File: src/rtl/wb_arb_pkg.sv
`default_nettype none
// +----------------------------------------------------------------------+
// | wb_arb_pkg: state encoding and rotating-priority helper for          |
// | the Wishbone round-robin arbiter.                                    |
// | Revision: 1.0                                                        |
// +----------------------------------------------------------------------+
package wb_arb_pkg;

  typedef enum logic [1:0] {
    ARB_IDLE   = 2'd0,
    ARB_BUSY   = 2'd1,
    ARB_TMOERR = 2'd2
  } arb_state_e;

  // Index of the first set bit scanning upward from ptr, wrapping at n; -1 if none.
  function automatic int first_set_from_ptr(input logic [7:0] req,
                                            input logic [2:0] ptr,
                                            input int         n);
    int         sel;
    logic [2:0] idx;
    sel = -1;
    for (int k = 0; k < 8; k++) begin
      idx = 3'((int'(ptr) + k) % n);
      if (k < n && sel < 0 && req[idx]) sel = int'(idx);
    end
    return sel;
  endfunction

endpackage
`default_nettype wire

File: src/rtl/wb_rr_prio.sv
`default_nettype none
// +----------------------------------------------------------------------+
// | wb_rr_prio: combinational one-hot pick of the first requester at or  |
// | after the priority pointer.                                          |
// | Revision: 1.0                                                        |
// +----------------------------------------------------------------------+
module wb_rr_prio #(
  parameter int NM = 4
) (
  input  logic [NM-1:0] req,
  input  logic [2:0]    ptr,
  output logic [NM-1:0] gnt
);
  import wb_arb_pkg::*;

  logic [7:0] w_req8;
  int         w_idx;

  always_comb begin
    w_req8         = '0;
    w_req8[NM-1:0] = req;
    w_idx          = first_set_from_ptr(w_req8, ptr, NM);
    gnt            = '0;
    for (int i = 0; i < NM; i++) gnt[i] = (w_idx == i);
  end

endmodule
`default_nettype wire

File: src/rtl/wb_rr_arbiter.sv
`default_nettype none
// +----------------------------------------------------------------------+
// | wb_rr_arbiter: NM-master to one-slave Wishbone round-robin arbiter   |
// | with grant hold over bursts and a stall watchdog.                    |
// | Revision: 1.0                                                        |
// +----------------------------------------------------------------------+
module wb_rr_arbiter #(
  parameter int DW  = 32,
  parameter int AW  = 32,
  parameter int NM  = 4,
  parameter int TMO = 255
) (
  input  logic                 wb_clk_i,
  input  logic                 wb_rst_ni,
  input  logic [NM*AW-1:0]     wbm_adr_i,
  input  logic [NM*DW-1:0]     wbm_dat_i,
  input  logic [NM*DW/8-1:0]   wbm_sel_i,
  input  logic [NM-1:0]        wbm_we_i,
  input  logic [NM-1:0]        wbm_cyc_i,
  input  logic [NM-1:0]        wbm_stb_i,
  input  logic [NM*3-1:0]      wbm_cti_i,
  input  logic [NM*2-1:0]      wbm_bte_i,
  output logic [DW-1:0]        wbm_dat_o,
  output logic [NM-1:0]        wbm_ack_o,
  output logic [NM-1:0]        wbm_err_o,
  output logic [NM-1:0]        wbm_rty_o,
  output logic [AW-1:0]        wbs_adr_o,
  output logic [DW-1:0]        wbs_dat_o,
  output logic [DW/8-1:0]      wbs_sel_o,
  output logic                 wbs_we_o,
  output logic                 wbs_cyc_o,
  output logic                 wbs_stb_o,
  output logic [2:0]           wbs_cti_o,
  output logic [1:0]           wbs_bte_o,
  input  logic [DW-1:0]        wbs_dat_i,
  input  logic                 wbs_ack_i,
  input  logic                 wbs_err_i,
  input  logic                 wbs_rty_i,
  output logic [NM-1:0]        grant_o
);
  import wb_arb_pkg::*;

  localparam int              c_sw  = DW / 8;
  localparam int              c_cw  = (TMO > 0) ? $clog2(TMO + 1) : 1;
  localparam logic [c_cw-1:0] c_tmo = c_cw'(TMO);

  arb_state_e      r_state, w_state_nxt;
  logic [NM-1:0]   r_grant, w_grant_nxt, w_prio_gnt;
  logic [2:0]      r_ptr, w_ptr_nxt, w_ptr_adv;
  logic [c_cw-1:0] r_cnt, w_cnt_nxt, w_cnt_inc;

  logic [AW-1:0]   w_adr;
  logic [DW-1:0]   w_dat;
  logic [c_sw-1:0] w_sel;
  logic            w_we, w_cyc, w_stb, w_resp;
  logic [2:0]      w_cti;
  logic [1:0]      w_bte;

  wb_rr_prio #(.NM(NM)) u_prio (
    .req (wbm_cyc_i),
    .ptr (r_ptr),
    .gnt (w_prio_gnt)
  );

  // Granted master's slice, selected through the one-hot grant.
  always_comb begin
    w_adr     = '0;
    w_dat     = '0;
    w_sel     = '0;
    w_we      = 1'b0;
    w_cyc     = 1'b0;
    w_stb     = 1'b0;
    w_cti     = '0;
    w_bte     = '0;
    w_ptr_adv = r_ptr;
    for (int i = 0; i < NM; i++) begin
      if (r_grant[i]) begin
        w_adr     = wbm_adr_i[i*AW +: AW];
        w_dat     = wbm_dat_i[i*DW +: DW];
        w_sel     = wbm_sel_i[i*c_sw +: c_sw];
        w_we      = wbm_we_i[i];
        w_cyc     = wbm_cyc_i[i];
        w_stb     = wbm_stb_i[i];
        w_cti     = wbm_cti_i[i*3 +: 3];
        w_bte     = wbm_bte_i[i*2 +: 2];
        w_ptr_adv = 3'((i + 1) % NM);
      end
    end
  end

  assign w_resp    = wbs_ack_i | wbs_err_i | wbs_rty_i;
  assign w_cnt_inc = r_cnt + 1'b1;
  assign wbm_dat_o = wbs_dat_i;
  assign grant_o   = r_grant;

  always_ff @(posedge wb_clk_i or negedge wb_rst_ni) begin
    if (!wb_rst_ni) begin
      r_state <= ARB_IDLE;
      r_grant <= '0;
      r_ptr   <= '0;
      r_cnt   <= '0;
    end else begin
      r_state <= w_state_nxt;
      r_grant <= w_grant_nxt;
      r_ptr   <= w_ptr_nxt;
      r_cnt   <= w_cnt_nxt;
    end
  end

  always_comb begin
    w_state_nxt = r_state;
    w_grant_nxt = r_grant;
    w_ptr_nxt   = r_ptr;
    w_cnt_nxt   = r_cnt;
    wbs_adr_o   = '0;
    wbs_dat_o   = '0;
    wbs_sel_o   = '0;
    wbs_we_o    = 1'b0;
    wbs_cyc_o   = 1'b0;
    wbs_stb_o   = 1'b0;
    wbs_cti_o   = '0;
    wbs_bte_o   = '0;
    wbm_ack_o   = '0;
    wbm_err_o   = '0;
    wbm_rty_o   = '0;
    case (r_state)
      ARB_IDLE: begin
        w_cnt_nxt = '0;
        if (|wbm_cyc_i) begin
          w_grant_nxt = w_prio_gnt;
          w_state_nxt = ARB_BUSY;
        end
      end
      ARB_BUSY: begin
        wbs_adr_o = w_adr;
        wbs_dat_o = w_dat;
        wbs_sel_o = w_sel;
        wbs_we_o  = w_we;
        wbs_cyc_o = w_cyc;
        wbs_stb_o = w_stb;
        wbs_cti_o = w_cti;
        wbs_bte_o = w_bte;
        wbm_ack_o = r_grant & {NM{wbs_ack_i}};
        wbm_err_o = r_grant & {NM{wbs_err_i}};
        wbm_rty_o = r_grant & {NM{wbs_rty_i}};
        if (!w_cyc) begin
          w_grant_nxt = '0;
          w_ptr_nxt   = w_ptr_adv;
          w_cnt_nxt   = '0;
          w_state_nxt = ARB_IDLE;
        end else if (w_resp) begin
          w_cnt_nxt = '0;
        end else if (w_stb && TMO != 0) begin
          // A response in the limit cycle is caught by the branch above.
          w_cnt_nxt = w_cnt_inc;
          if (w_cnt_inc == c_tmo) w_state_nxt = ARB_TMOERR;
        end
      end
      ARB_TMOERR: begin
        wbs_adr_o = w_adr;
        wbs_dat_o = w_dat;
        wbs_sel_o = w_sel;
        wbs_we_o  = w_we;
        wbs_cti_o = w_cti;
        wbs_bte_o = w_bte;
        wbm_err_o = r_grant;
        w_cnt_nxt = '0;
        if (w_cyc) begin
          w_state_nxt = ARB_BUSY;
        end else begin
          w_grant_nxt = '0;
          w_ptr_nxt   = w_ptr_adv;
          w_state_nxt = ARB_IDLE;
        end
      end
      default: begin
        w_grant_nxt = '0;
        w_cnt_nxt   = '0;
        w_state_nxt = ARB_IDLE;
      end
    endcase
  end

endmodule
`default_nettype wire

File: config.mk
export PLATFORM = sky130hd
export DESIGN_NAME = wb_rr_arbiter
export DESIGN_NICKNAME = d
export VERILOG_FILES = /design/src/rtl/wb_arb_pkg.sv /design/src/rtl/wb_rr_prio.sv /design/src/rtl/wb_rr_arbiter.sv
export SDC_FILE = /design/constraint.sdc
export NUM_CORES = 1
export LEC_CHECK = 0
export BUFFER_PORTS_ARGS = -buffer_cell sky130_fd_sc_hd__buf_4
export CORE_AREA = 2 2 180 182
export DETAILED_ROUTE_END_ITERATION = 8
export DIE_AREA = 0 0 182 184
export GPL_ROUTABILITY_DRIVEN = 0
export PLACE_DENSITY = 0.35
export SETUP_SLACK_MARGIN = 0.05
export SYNTH_ARGS = -nofsm -noshare
export SYNTH_HDL_FRONTEND = slang
export SYNTH_SLANG_ARGS = --single-unit
export TNS_END_PERCENT = 20
File: constraint.sdc
create_clock -name wb_clk_i -period 5.1 [get_ports wb_clk_i]
set_input_delay 0.51 -clock wb_clk_i [delete_from_list [all_inputs] [get_ports wb_clk_i]]
set_output_delay 0.51 -clock wb_clk_i [all_outputs]
set_load 0.01 [all_outputs]
==> flow_metrics.py, run 1 <==
metrics = {
    "outcome": {
        "status": "finished, final reports clean",
    },
    "final_layout": {
        "drive_gt1_share_pct": 46.2,
        "fin_area_sq_um": 6860,
        "nFillCells": 3619,
        "synthToLayoutAreaGrowth_pct": 87.7,
        "antenna_cells": 0,
        "finalNetCount": 1273,
    },
    "critical_path": {
        "crit_path_end_kind": "primary output",
        "crit_path_max_incr_delay_ns": 0.73,
        "critPathKind": "reg -> out",
        "cp.required_ns": 4.59,
        "reg2regPathDepth": 5,
        "cp_max_fo": 54,
        "cp.buffers_inverters": 3,
        "startpoint": "grant_o[2]",
        "r2r_slack_ns": 2.26,
        "crit_slowest_cell": "dfrtp_4",
        "path_delay_family": "buffers and inverters",
        "start_kind": "register",
        "timing.rr.start": "grant_o[1]",
        "timing.rr.end": "r_state[0]",
        "path_cells": "inv_2 -> buf_4 -> nor2_1 -> nor3_1 -> a21oi_1 -> nor2_1 -> buf_4",
        "critPathArrivalTime_ns": 2.75,
    },
    "sta": {
        "max_slew_margin_pct": 51.0,
        "fin_crit_sh_pct": 64.0,
        "setup_viol": 0,
        "fin_skew_ns": 0.00255,
        "finalSetupTns_ns": 0,
        "period_minus_slack_ns": 3.26,
        "whs_ns": 0.119,
        "setup_ws_ns": 1.84,
        "worst_pin_slew_ns": 0.734,
        "fmax_mhz": 306,
        "slew_viol_final": 0,
        "hold_viol_final": 0,
        "rsz0062_at_grt": "false",
    },
    "route": {
        "drt_iter0_markers": 252,
        "drcViolationCount": 0,
        "drt_pass1_iterations": 4,
        "drt-total-wl_um": 25100,
        "drt.antenna.violating_nets": 0,
        "routed_via_density": 4.34,
        "vias": 5765,
        "avgRoutedWirePerCell_um": 18.9,
    },
    "clocking": {
        "clk_latency_ns": 0.25,
        "cts_setup_buffers": 0,
        "clk_pin_slew_worst_paths_ns": 0.06,
        "cts_hold_buf": 0,
        "cts_resized": 0,
        "clock_sinks": 16,
        "cts_tree": "yes",
        "cts_buffers": 3,
        "root_buffer": "clkbuf_16",
        "clockBufferDepth": 2,
        "h-tree-depth": 1,
    },
    "place": {
        "post-dp-hpwl_um": 19300,
        "dp_slack_ns": 1.98,
        "dpl-instance-area_sq_um": 6780,
        "portBuffers": 400,
    },
    "global_route": {
        "gr-total-overflow": 0,
        "antenna_found_initial": 0,
        "grt_max_degree": 59,
        "grt_pass1_wl_um": 35900,
        "grtUsageTotal_pct": 13.7,
        "grt_pass1_vias": 5814,
    },
    "logic_synthesis": {
        "yosys.area_share.simple_pct": 35.0,
        "synth_compound_area_share_pct": 34.5,
        "yosys_register_bits": 16,
        "muxShareOfSynthArea_pct": 0.891,
        "synth_xor_area_share_pct": 2.16,
        "synth_fa_ha_area_share_pct": 2.06,
        "synth_top_family_by_area": "simple AND/OR/NAND/NOR gates",
        "yosysWarnings": 0,
        "synth_largest_area_cell": "a221oi_1",
        "ys.flop_type": "dfrtp_1",
        "avgSynthCellArea_sq_um": 6.06,
        "synthArstFlopShare_pct": 100,
        "synth_enable_flop_cells": 0,
        "ys_types": 46,
        "yosysSeqAreaShare_pct": 11.0,
        "synthesis.nets": 950,
        "synth_cells": 603,
        "synth_area_sq_um": 3650,
        "synth_area_leaders": "a221oi_1 18%, nor2_1 17%, a21oi_1 11%",
        "netlist.area_leader.share_pct": 17.7,
    },
    "die": {
        "core_region_area_sq_um": 31400,
        "ioPinCount": 465,
        "die_area_sq_um": 33500,
        "die_w_um": 182,
        "start_util_pct": 11.6,
        "die_h_um": 184,
        "core.rowCount": 65,
    },
    "pwr": {
        "cellPowerDensity_nw_per_um2": 429,
        "power_w": 0.00294,
        "total_leakage_power_nw": 3.22,
        "ir_drop_mv": 0.130,
    },
    "run": {
        "cap_viol_max_count": 0,
    },
    "worst_hold_path": {
        "hp-class": "in -> async",
    },
}
[cell type report]
type	count	area [sq um]	share of cell area, %
Tap cell	402	503	7.34
Sequential cell	16	412	6.00
Clock buffer	4	78.8	1.15
Timing Repair Buffer	411	3090	45.0
Multi-Input combinational cell	482	2730	39.8
Inverter	12	45.0	0.657
[Yosys cell counts (2+ instances only)]
master     number
nor2_1        166
a21oi_1        80
nor3_1         78
a221oi_1       74
clkbuf_1       45
buf_4          32
dfrtp_1        16
buf_2          11
inv_1          11
and3_1          8
nand2_1         8
ha_1            6
xor2_1          6
buf_1           5
nand3_1         4
nor2b_1         4
and2_1          3
and4_1          3
nand4_1         3
nor3b_1         3
o21ai_0         3
xnor2_1         3
a211oi_1        2
a41o_1          2
nand3b_1        2
o22ai_1         2
o2bb2ai_1       2
o32ai_1         2
o41ai_2         2
[report_power, final]
part	internal, W	total (W)	switching (W)
registers	0.000151	0.000302	0.000152
logic	0.00108	0.00247	0.00139
clock network	0.000106	0.000165	0.0000587
total	0.00134	0.00294	0.00160
[cells in the final DEF, fill, tap and decap left out, types with 3 or more instances in the layout]
| cell | instances |
|---|---|
| a21oi_1 | 80 |
| o21ai_0 | 3 |
| clkbuf_16 | 3 |
| nand2_1 | 8 |
| xnor2_1 | 3 |
| and2_1 | 3 |
| nand4_1 | 3 |
| inv_1 | 10 |
| a221oi_1 | 74 |
| nor2b_1 | 3 |
| nor3b_1 | 3 |
| buf_4 | 411 |
| nor2_1 | 166 |
| ha_1 | 6 |
| xor2_1 | 6 |
| and3_1 | 8 |
| nor3_1 | 78 |
| dfrtp_4 | 3 |
| dfrtp_1 | 13 |
| and4_1 | 3 |
| nand3_1 | 4 |
[through the flow]
step,std cells,util (%)
3_3_place_gp,1323,21.6
2_1_floorplan,603,-
3_5_place_dp,1323,21.6
4_1_cts,1327,21.8
5_1_grt,1327,21.8
6_report,1327,21.8
[logic make-up after synthesis]
family / count (synthesis)
flip-flops: 16
multiplexers: 3
adder cells (fa/ha/maj): 6
XOR/XNOR: 9
AND/OR/NAND/NOR: 287
buffers and inverters: 105
AO/OA/AOI/OAI: 177
[sequential cells by signal (all words and copies together), names as in the netlist]
signal and count:
r_cnt 8, r_state 2, grant_o 4, r_ptr 2
[metal layers]
metal / track usage, % / up-vias / routed length (um)
met5: 0 / - / 0
met4: 2.26 / 0 / 386
met3: 3.11 / 28 / 1930
met2: 23.7 / 251 / 12100
met1: 17.7 / 2660 / 10700
li1: - / 2826 / -
[how the worst max path moves through the flow]
| stage | end | slack [ns] | cells past startpoint |
|---|---|---|---|
| floorplan | wbs_adr_o[0] | 2.94 | 8 |
| global placement | wbs_dat_o[7] | 2.00 | 7 |
| detailed placement | wbs_dat_o[7] | 1.98 | 7 |
| CTS | wbs_dat_o[7] | 1.70 | 7 |
| global route | wbs_dat_o[7] | 1.56 | 7 |
| finish | wbs_dat_o[7] | 1.84 | 7 |
No activity file was read; power rests on OpenSTA's default activity.
==> run 2: changes to the inputs <==
CORE_AREA = 2 2 181 183   (was 2 2 180 182)
DIE_AREA = 0 0 183 185   (was 0 0 182 184)
clock period = 2.7 ns   (was 5.1 ns; I/O delays follow)
==> run 2 against run 1 <==
Effect of this change: clock power grew 96%; largest power group unchanged; die area is 1.1% higher; worst hold slack improved by 0.31 ns; critical path type unchanged; highest routed layer unchanged; clock skew shrank 0.0013 ns; critical path depth unchanged; sequential share of layout area fell by 0.13 points; first-iteration DRC count shrank 44%; core utilization about the same; sequential power increased by 26%; final area up 2.2%; setup slack worse by 1.5 ns.
==> flow_metrics.py, run 2 (synthesized netlist as in run 1, its figures left out) <==
metrics = {
    "outcome": {
        "status": "finished, final reports clean",
    },
    "die": {
        "ioPinCount": 465,
        "start_util_pct": 11.4,
        "core.rowCount": 66,
        "die_w_um": 183,
        "die_h_um": 185,
        "core_region_area_sq_um": 32000,
        "die_area_sq_um": 33900,
    },
    "global_route": {
        "gr-total-overflow": 0,
        "grt_max_degree": 83,
        "grtUsageTotal_pct": 13.1,
        "grt_pass1_wl_um": 34500,
        "antenna_found_initial": 0,
        "grt_pass1_vias": 5614,
    },
    "clocking": {
        "clock_sinks": 16,
        "cts_buffers": 3,
        "clockBufferDepth": 2,
        "cts_setup_buffers": 0,
        "root_buffer": "clkbuf_16",
        "clk_latency_ns": 0.25,
        "h-tree-depth": 1,
        "cts_resized": 0,
        "cts_hold_buf": 1,
        "clk_pin_slew_worst_paths_ns": 0.05,
        "cts_tree": "yes",
    },
    "critical_path": {
        "crit_path_max_incr_delay_ns": 0.53,
        "reg2regPathDepth": 4,
        "r2r_slack_ns": 0.60,
        "timing.rr.start": "grant_o[2]",
        "critPathCapture": "wbs_dat_o[17]",
        "start_kind": "register",
        "cp.buffers_inverters": 3,
        "critPathArrivalTime_ns": 2.13,
        "crit_path_end_kind": "primary output",
        "startpoint": "grant_o[1]",
        "critPathKind": "reg -> out",
        "crit_slowest_cell": "dfrtp_4",
        "cp_max_fo": 29,
        "cp.required_ns": 2.43,
        "path_cells": "buf_4 -> a221oi_1 -> buf_4 -> nor3_1 -> a21oi_1 -> nor2_1 -> buf_4",
        "path_delay_family": "compound AO/OA/AOI/OAI gates",
        "path_depth": 7,
        "cp_common_cell": "buf_4",
        "timing.rr.end": "r_state[0]",
    },
    "final_layout": {
        "antenna_cells": 0,
        "multiInputGateArea_sq_um": 2730,
        "final_common_cell": "buf_4",
        "largest_reg_flops": 8,
        "final_cell_mix": "409 x buf_4, 166 x nor2_1, 80 x a21oi_1",
        "regMostFlops": "r_cnt",
        "nFillCells": 3739,
        "drive_gt1_share_pct": 46.5,
        "finalNetCount": 1279,
        "instances_no_fill": 1339,
        "synthToLayoutAreaGrowth_pct": 91.9,
        "final-seq-area_sq_um": 412,
    },
    "pwr": {
        "total_leakage_power_nw": 3.28,
        "cellPowerDensity_nw_per_um2": 823,
        "ir_drop_mv": 0.274,
    },
    "sta": {
        "fmax_mhz": 416,
        "fin_skew_ns": 0.00124,
        "slew_viol_final": 0,
        "fin_crit_sh_pct": 89.0,
        "max_slew_margin_pct": 60.0,
        "rsz0062_at_grt": "false",
        "worst_pin_slew_ns": 0.598,
        "finalSetupTns_ns": 0,
        "setup_viol": 0,
        "whs_ns": 0.430,
        "hold_viol_final": 0,
        "setup_ws_ns": 0.298,
        "period_minus_slack_ns": 2.40,
    },
    "route": {
        "avgRoutedWirePerCell_um": 18.5,
        "routed_via_density": 4.29,
        "vias": 5741,
        "drt_pass1_iterations": 5,
        "drcViolationCount": 0,
        "drt.antenna.violating_nets": 0,
        "drt_iter0_markers": 140,
        "drt-total-wl_um": 24700,
    },
    "place": {
        "dp_slack_ns": 0.473,
        "dp.cells": 1334,
        "post-dp-hpwl_um": 19200,
        "portBuffers": 400,
    },
    "worst_hold_path": {
        "hp-class": "in -> async",
    },
    "run": {
        "cap_viol_max_count": 0,
    },
}
run 2: how the worst min path moves through the flow:
stage	startpoint	endpoint	slack [ns]
CTS	wb_rst_ni	r_cnt[7]	0.43
finish	wb_rst_ni	r_cnt[6]	0.43
global placement	wb_rst_ni	r_cnt[7]	0.16
global route	wb_rst_ni	r_cnt[6]	0.44
detailed placement	wb_rst_ni	r_cnt[6]	0.16
floorplan	wb_rst_ni	grant_o[0]	-0.03
run 2: stage by stage:
stage | util (%) | power, W | cell area, sq um
6_report | 21.9 | 0.00577 | 7010
5_1_grt | 21.9 | 0.00635 | 7010
4_1_cts | 21.9 | 0.00592 | 7010
3_5_place_dp | 21.6 | 0.00556 | 6910
3_3_place_gp | 21.6 | 0.00559 | 6910
2_1_floorplan | - | 0.00318 | 3650
run 2: metal layers:
metal	routed length, um	share of wire, %	global-route usage, %
met5	0	0	0
met4	370	1.5	2.05
met3	1660	6.7	2.28
met2	12300	50	23.5
met1	10400	42	16.7
run 2: final cells by class:
type	count	share of cell area, %
clock buffers	4	1.27
inverters	12	0.643
multi-input cells	482	39.0
flip-flops and latches	16	5.87
well taps	408	7.28
repair buffers	417	46.0
run 2: report_power, final:
part | internal [W] | switching (W)
sequential | 0.000289 | 0.0000927
combinational | 0.00219 | 0.00287
clock | 0.000225 | 0.0000991
